===== src/rtl/input_debouncer.sv =====
// Per-channel pad conditioner: 2-flop synchroniser, stability counter, debounced level and
// one-cycle rise/fall strobes. Define INPUT_DEBOUNCER_TOGGLE_EN to add latching tog_out.
module input_debouncer #(
    parameter int unsigned WIDTH         = 8,
    parameter int unsigned CNT_W         = 16,
    parameter int unsigned STABLE_CYCLES = 50000
) (
    input  logic             clk,
    input  logic             rst_n,
    input  logic             ena,
    input  logic [WIDTH-1:0] raw_in,
    output logic [WIDTH-1:0] db_out,
    output logic [WIDTH-1:0] rise_pulse,
    output logic [WIDTH-1:0] fall_pulse
`ifdef INPUT_DEBOUNCER_TOGGLE_EN
    ,
    output logic [WIDTH-1:0] tog_out
`endif
);

    localparam logic [CNT_W-1:0] CntMax = CNT_W'(STABLE_CYCLES - 1);

    logic [WIDTH-1:0]            s1_q, s2_q;
    logic [WIDTH-1:0][CNT_W-1:0] cnt_q, cnt_d;
    logic [WIDTH-1:0]            db_q, db_d;
    logic [WIDTH-1:0]            rise_q, rise_d;
    logic [WIDTH-1:0]            fall_q, fall_d;

    // Synchroniser runs regardless of ena so the pads are always tracked.
    always_ff @(posedge clk or negedge rst_n) begin
        if (!rst_n) begin
            s1_q <= '0;
            s2_q <= '0;
        end else begin
            s1_q <= raw_in;
            s2_q <= s2_d_sync(s1_q);
        end
    end

    function automatic logic [WIDTH-1:0] s2_d_sync(input logic [WIDTH-1:0] v);
        return v;
    endfunction

    always_comb begin
        cnt_d  = cnt_q;
        db_d   = db_q;
        rise_d = '0;
        fall_d = '0;
        if (ena) begin
            for (int i = 0; i < int'(WIDTH); i++) begin
                if (s2_q[i] == db_q[i]) begin
                    cnt_d[i] = '0;
                end else if (cnt_q[i] == CntMax) begin
                    cnt_d[i]  = '0;
                    db_d[i]   = s2_q[i];
                    rise_d[i] = s2_q[i];
                    fall_d[i] = ~s2_q[i];
                end else begin
                    cnt_d[i] = cnt_q[i] + CNT_W'(1);
                end
            end
        end
    end

    always_ff @(posedge clk or negedge rst_n) begin
        if (!rst_n) begin
            cnt_q  <= '0;
            db_q   <= '0;
            rise_q <= '0;
            fall_q <= '0;
        end else begin
            cnt_q  <= cnt_d;
            db_q   <= db_d;
            rise_q <= rise_d;
            fall_q <= fall_d;
        end
    end

    assign db_out     = db_q;
    assign rise_pulse = rise_q;
    assign fall_pulse = fall_q;

`ifdef INPUT_DEBOUNCER_TOGGLE_EN
    logic [WIDTH-1:0] tog_q;

    // Flips on the same edge that loads the rise strobe, turning a button into a latch.
    always_ff @(posedge clk or negedge rst_n) begin
        if (!rst_n) begin
            tog_q <= '0;
        end else begin
            tog_q <= tog_q ^ rise_d;
        end
    end

    assign tog_out = tog_q;
`else
    // Plain debouncer: no latching outputs.
`endif

endmodule


===== config.mk =====
export PLATFORM = sky130hd
export DESIGN_NAME = input_debouncer
export DESIGN_NICKNAME = d
export VERILOG_FILES = /design/src/rtl/input_debouncer.sv
export SDC_FILE = /design/constraint.sdc
export NUM_CORES = 1
export LEC_CHECK = 0
export CAP_MARGIN = 40
export CORE_AREA = 2 2 149 151
export CTS_CLUSTER_DIAMETER = 50
export DETAILED_ROUTE_END_ITERATION = 12
export DIE_AREA = 0 0 151 153
export HOLD_SLACK_MARGIN = 0.15
export RECOVER_POWER = 100
export SYNTH_ARGS = -nofsm -noshare
export SYNTH_HDL_FRONTEND = slang
export SYNTH_SLANG_ARGS = --single-unit
export TNS_END_PERCENT = 1

===== constraint.sdc =====
create_clock -name clk -period 2.5 [get_ports clk]
set_input_delay 0.5 -clock clk [delete_from_list [all_inputs] [get_ports clk]]
set_output_delay 0.5 -clock clk [all_outputs]
set_load 0.01 [all_outputs]

==> out/summary.md <==
The synthesized netlist contains 57 unique library cells. The highest clock rate is 0.428 GHz. The tools report the combined area of all synthesized cells as 8480 µm². The die is 151 µm wide. The worst supply voltage drop on vdd came out at 429 µV.

Launching element of the worst setup path: cnt_q[7]. For the via count of the first global-routing pass, the log shows 6590. Final hold violation count: 0. By count the netlist is led by dfrtp_1 (168), nand2_1 (97), a31oi_1 (68).

The final max-slew violation count came out at 0. The async set-or-reset flop fraction in the synthesized netlist works out to 1.00. The final period demand of the worst path was 2.34 ns; the maximum root-to-sink buffer count was 2.

In this run the static leakage power is 4.27 nW. The tools report the root buffer cell as clkbuf_16. The wire length of the first global-routing pass was 31.8 mm; the required time at the endpoint of the critical path was 2.81 ns. The logs give 0 for the reported max-cap violation count and 0.43 ns for the clock latency reported for the late side of the worst-skew pair. The die covers 23100 µm². The logs give 0.348 ns for the final worst hold slack and 0 for the initial antenna violation count. Total via count after detailed routing: 6883. In this run the critical register-to-register path is launched from cnt_q[7]. The actual slew at the worst max-slew pin works out to 1.36 ns. The tools report the count of hold-fix buffers inserted at cts as 1. The number of H-tree levels was 4. The tools report the total wirelength of the detailed-routed design as 18.1 mm. During synthesis, Yosys emitted a total of 0 warnings.

The maximum fanout count along the critical path is 14. The post-synthesis cell type with the largest combined area was dfrtp_1. The floorplan has 54 rows.

For the aggregate global-route resource usage, the log shows 0.166. The post-CTS clock slew at the launch and capture registers of the worst setup and hold paths came out at 0.07 ns. 35 I/O pins were placed. After routing, the total negative slack on setup checks comes to 0 ns.

The top cell type's share of synthesized area is 0.496, and the signed area change from the synthesized netlist to the final layout is 15.4%. After detailed routing, the number of remaining DRC violations is 0. The tools report the critical path launch point type as a flip-flop. Ranked by total cell area, the synthesized netlist is headed by dfrtp_1 (50%), a31oi_1 (5.0%), nand2_1 (4.3%), o21ai_0 (3.1%), nand3_1 (3.0%). The detailed-route vias per instance came out at 5.71. The startpoint of the lowest-slack hold path is s1_q[1]. For this block, the initial DRC count from the detailed router was 331. The tools report the effective utilization at floorplan as 0.394. Post-synth net total: 897.

The clock share of power is 0.465. The count of buffers added on input and output ports is 34. For the total net switching power, the log shows 1.45 mW. The synthesized area per cell is 9.65 µm², and the fraction of final layout cells with drive strength greater than 1 is 0.0778.

The per-cell routed wire length was 15.0 µm. STA classifies the critical path endpoint as a flip-flop. Counting flops and latches in the post-synthesis netlist gives 168. TritonCTS built the clock tree.

The number of gates resized after CTS was 0. The number of synthesized flops with an enable pin is 0, and the floorplan die height is 153 µm. The tools report the count of inserted antenna diode cells as 0. The clock arrives with 0.0123 ns of skew.

The relative contribution of combinational cells to total power was 0.056. The share of the clock period used by the worst path is 0.934, and the total number of nets in the final design is 932. The worst hold path belongs to the class flip-flop to flip-flop. Summed over all layers, the global routing overflow is 0.

Setup repair after global routing left no endpoint under its margin. The most used flip-flop cell after synthesis is dfrtp_1. In this run the power density over the cells is 607 nW/µm².

The pin count of the biggest net entering global routing was 54; the number of fill cells in the layout was 2068. Detailed placement finished with a half-perimeter wire length of 11.9 mm. The critical path in this run is classified as flip-flop to flip-flop. Setup violations remaining at the end of the flow were counted as 0.

The tools report the number of nets still failing antenna checks after routing as 0. The worst register-to-register path has a depth of 6. The arrival time reported for the critical path endpoint was 2.64 ns; the final weighted congestion in routability-driven placement was 0.813. The run finished with clean final reports. The first TritonRoute pass finished after 4 iterations. The share of power burned in registers was 0.480. The number of cells on the worst hold path came out at 0.

The tools report the gate count of the mapped netlist as 878. For the core region area, the log shows 21500 µm². The run gives 0.496 as the fraction of the yosys area taken by sequential cells.

The number of buffers created by CTS was 17. Worst slew margin relative to its limit: 0.0920. Post-CTS timing repair inserted 0 buffers for setup.

The run gives 4.49 mW as the cell internal power dissipation. The fraction of power spent switching nets is 0.244. Most used standard cell by instance count after synthesis: dfrtp_1.

The clock drives 168 sinks.
[worst max-delay path, stage by stage (launching register included)]
cell      delay (ns)
dfrtp_1         0.44
or4b_1          0.57
nor4_2          0.41
nor2b_1         0.11
clkbuf_2        0.25
and3_1          0.23
a211o_1         0.21
[routing by layer]
layer,GRT usage,wire length [µm],part of all wire
met5,0,0,0
met1,0.231,8930,0.49
met2,0.265,8370,0.46
met3,0.0322,599,0.033
met4,0.0467,206,0.011
[power groups by stage]
stage	Clock, mW	Combinational [mW]	Sequential (mW)
5_1_grt	2.95	0.382	2.86
6_report	2.76	0.331	2.85
3_3_place_gp	0	0.343	2.89
4_1_cts	2.84	0.352	2.85
2_1_floorplan	0	0.200	2.88
3_5_place_dp	0	0.350	2.90
[worst paths after layout]
path / end / slack [ns]
hold / removal: s2_q[1] / 0.35
hold reg to reg: s2_q[1] / 0.35
setup / recovery: cnt_q[5] / 0.16
min in group asynchronous: s1_q[2] / 0.85
setup reg to reg: cnt_q[5] / 0.16
max in group asynchronous: cnt_q[85] / 0.46
[kinds of logic after synthesis]
family                     synth area share
AOI/OAI and AO/OA                     0.175
xor gates and xnor gates             0.0155
adders and majority gates            0.0118
buffers and inverters                0.0269
DFF                                   0.496
muxes                                0.0224
and+or+nand+nor                       0.253
[layout make-up]
cell class,instances,area (µm²),share of cell area
timing repair buffer,56,505,0.0517
sequential,168,4200,0.430
inverter,17,63.8,0.00653
multi-input combinational,653,4040,0.413
tap,280,350,0.0358
clock inverter,14,185,0.0189
clock buffer,18,429,0.0439
[state kept, by name, indices dropped and copies added (netlist names)]
name and count:
s2_q 8, fall_pulse 8, rise_pulse 8, s1_q 8, cnt_q 128, db_out 8
[placed cells by master (no fill, tap or decap), types with 4 or more instances in the layout]
| cell type | instances |
|---|---|
| a211o_1 | 8 |
| a21o_1 | 11 |
| a21oi_1 | 31 |
| a22o_1 | 17 |
| a31o_2 | 4 |
| a31oi_1 | 68 |
| a41oi_1 | 14 |
| and2_1 | 4 |
| and3_1 | 25 |
| and4_1 | 11 |
| buf_4 | 9 |
| clkbuf_1 | 7 |
| clkbuf_16 | 17 |
| clkbuf_2 | 5 |
| dfrtp_1 | 168 |
| dlygate4sd3_1 | 33 |
| ha_1 | 8 |
| inv_1 | 17 |
| inv_6 | 4 |
| mux2_2 | 8 |
| mux2i_1 | 10 |
| nand2_1 | 97 |
| nand2b_1 | 5 |
| nand3_1 | 51 |
| nand4_1 | 26 |
| nor2_1 | 53 |
| nor3_1 | 30 |
| nor3b_1 | 20 |
| nor4_1 | 10 |
| nor4bb_1 | 8 |
| o21a_1 | 5 |
| o21ai_0 | 53 |
| o31ai_1 | 5 |
| or2_2 | 4 |
| or3_1 | 8 |
| or4_1 | 4 |
| or4b_1 | 4 |
| or4bb_1 | 5 |
| xor2_1 | 14 |
[stage by stage]
stage          cell area (µm²)  cells   util  total power, mW  setup slack (ns)
2_1_floorplan             8480    878      -             3.08             0.501
3_3_place_gp              9190   1171  0.428             3.24             0.254
3_5_place_dp              9210   1173  0.429             3.25             0.268
4_1_cts                   9830   1206  0.458             6.04             0.214
5_1_grt                   9780   1206  0.455             6.19            0.0345
6_report                  9780   1206  0.455             5.94             0.165
No activity file was read; power rests on OpenSTA's default activity.
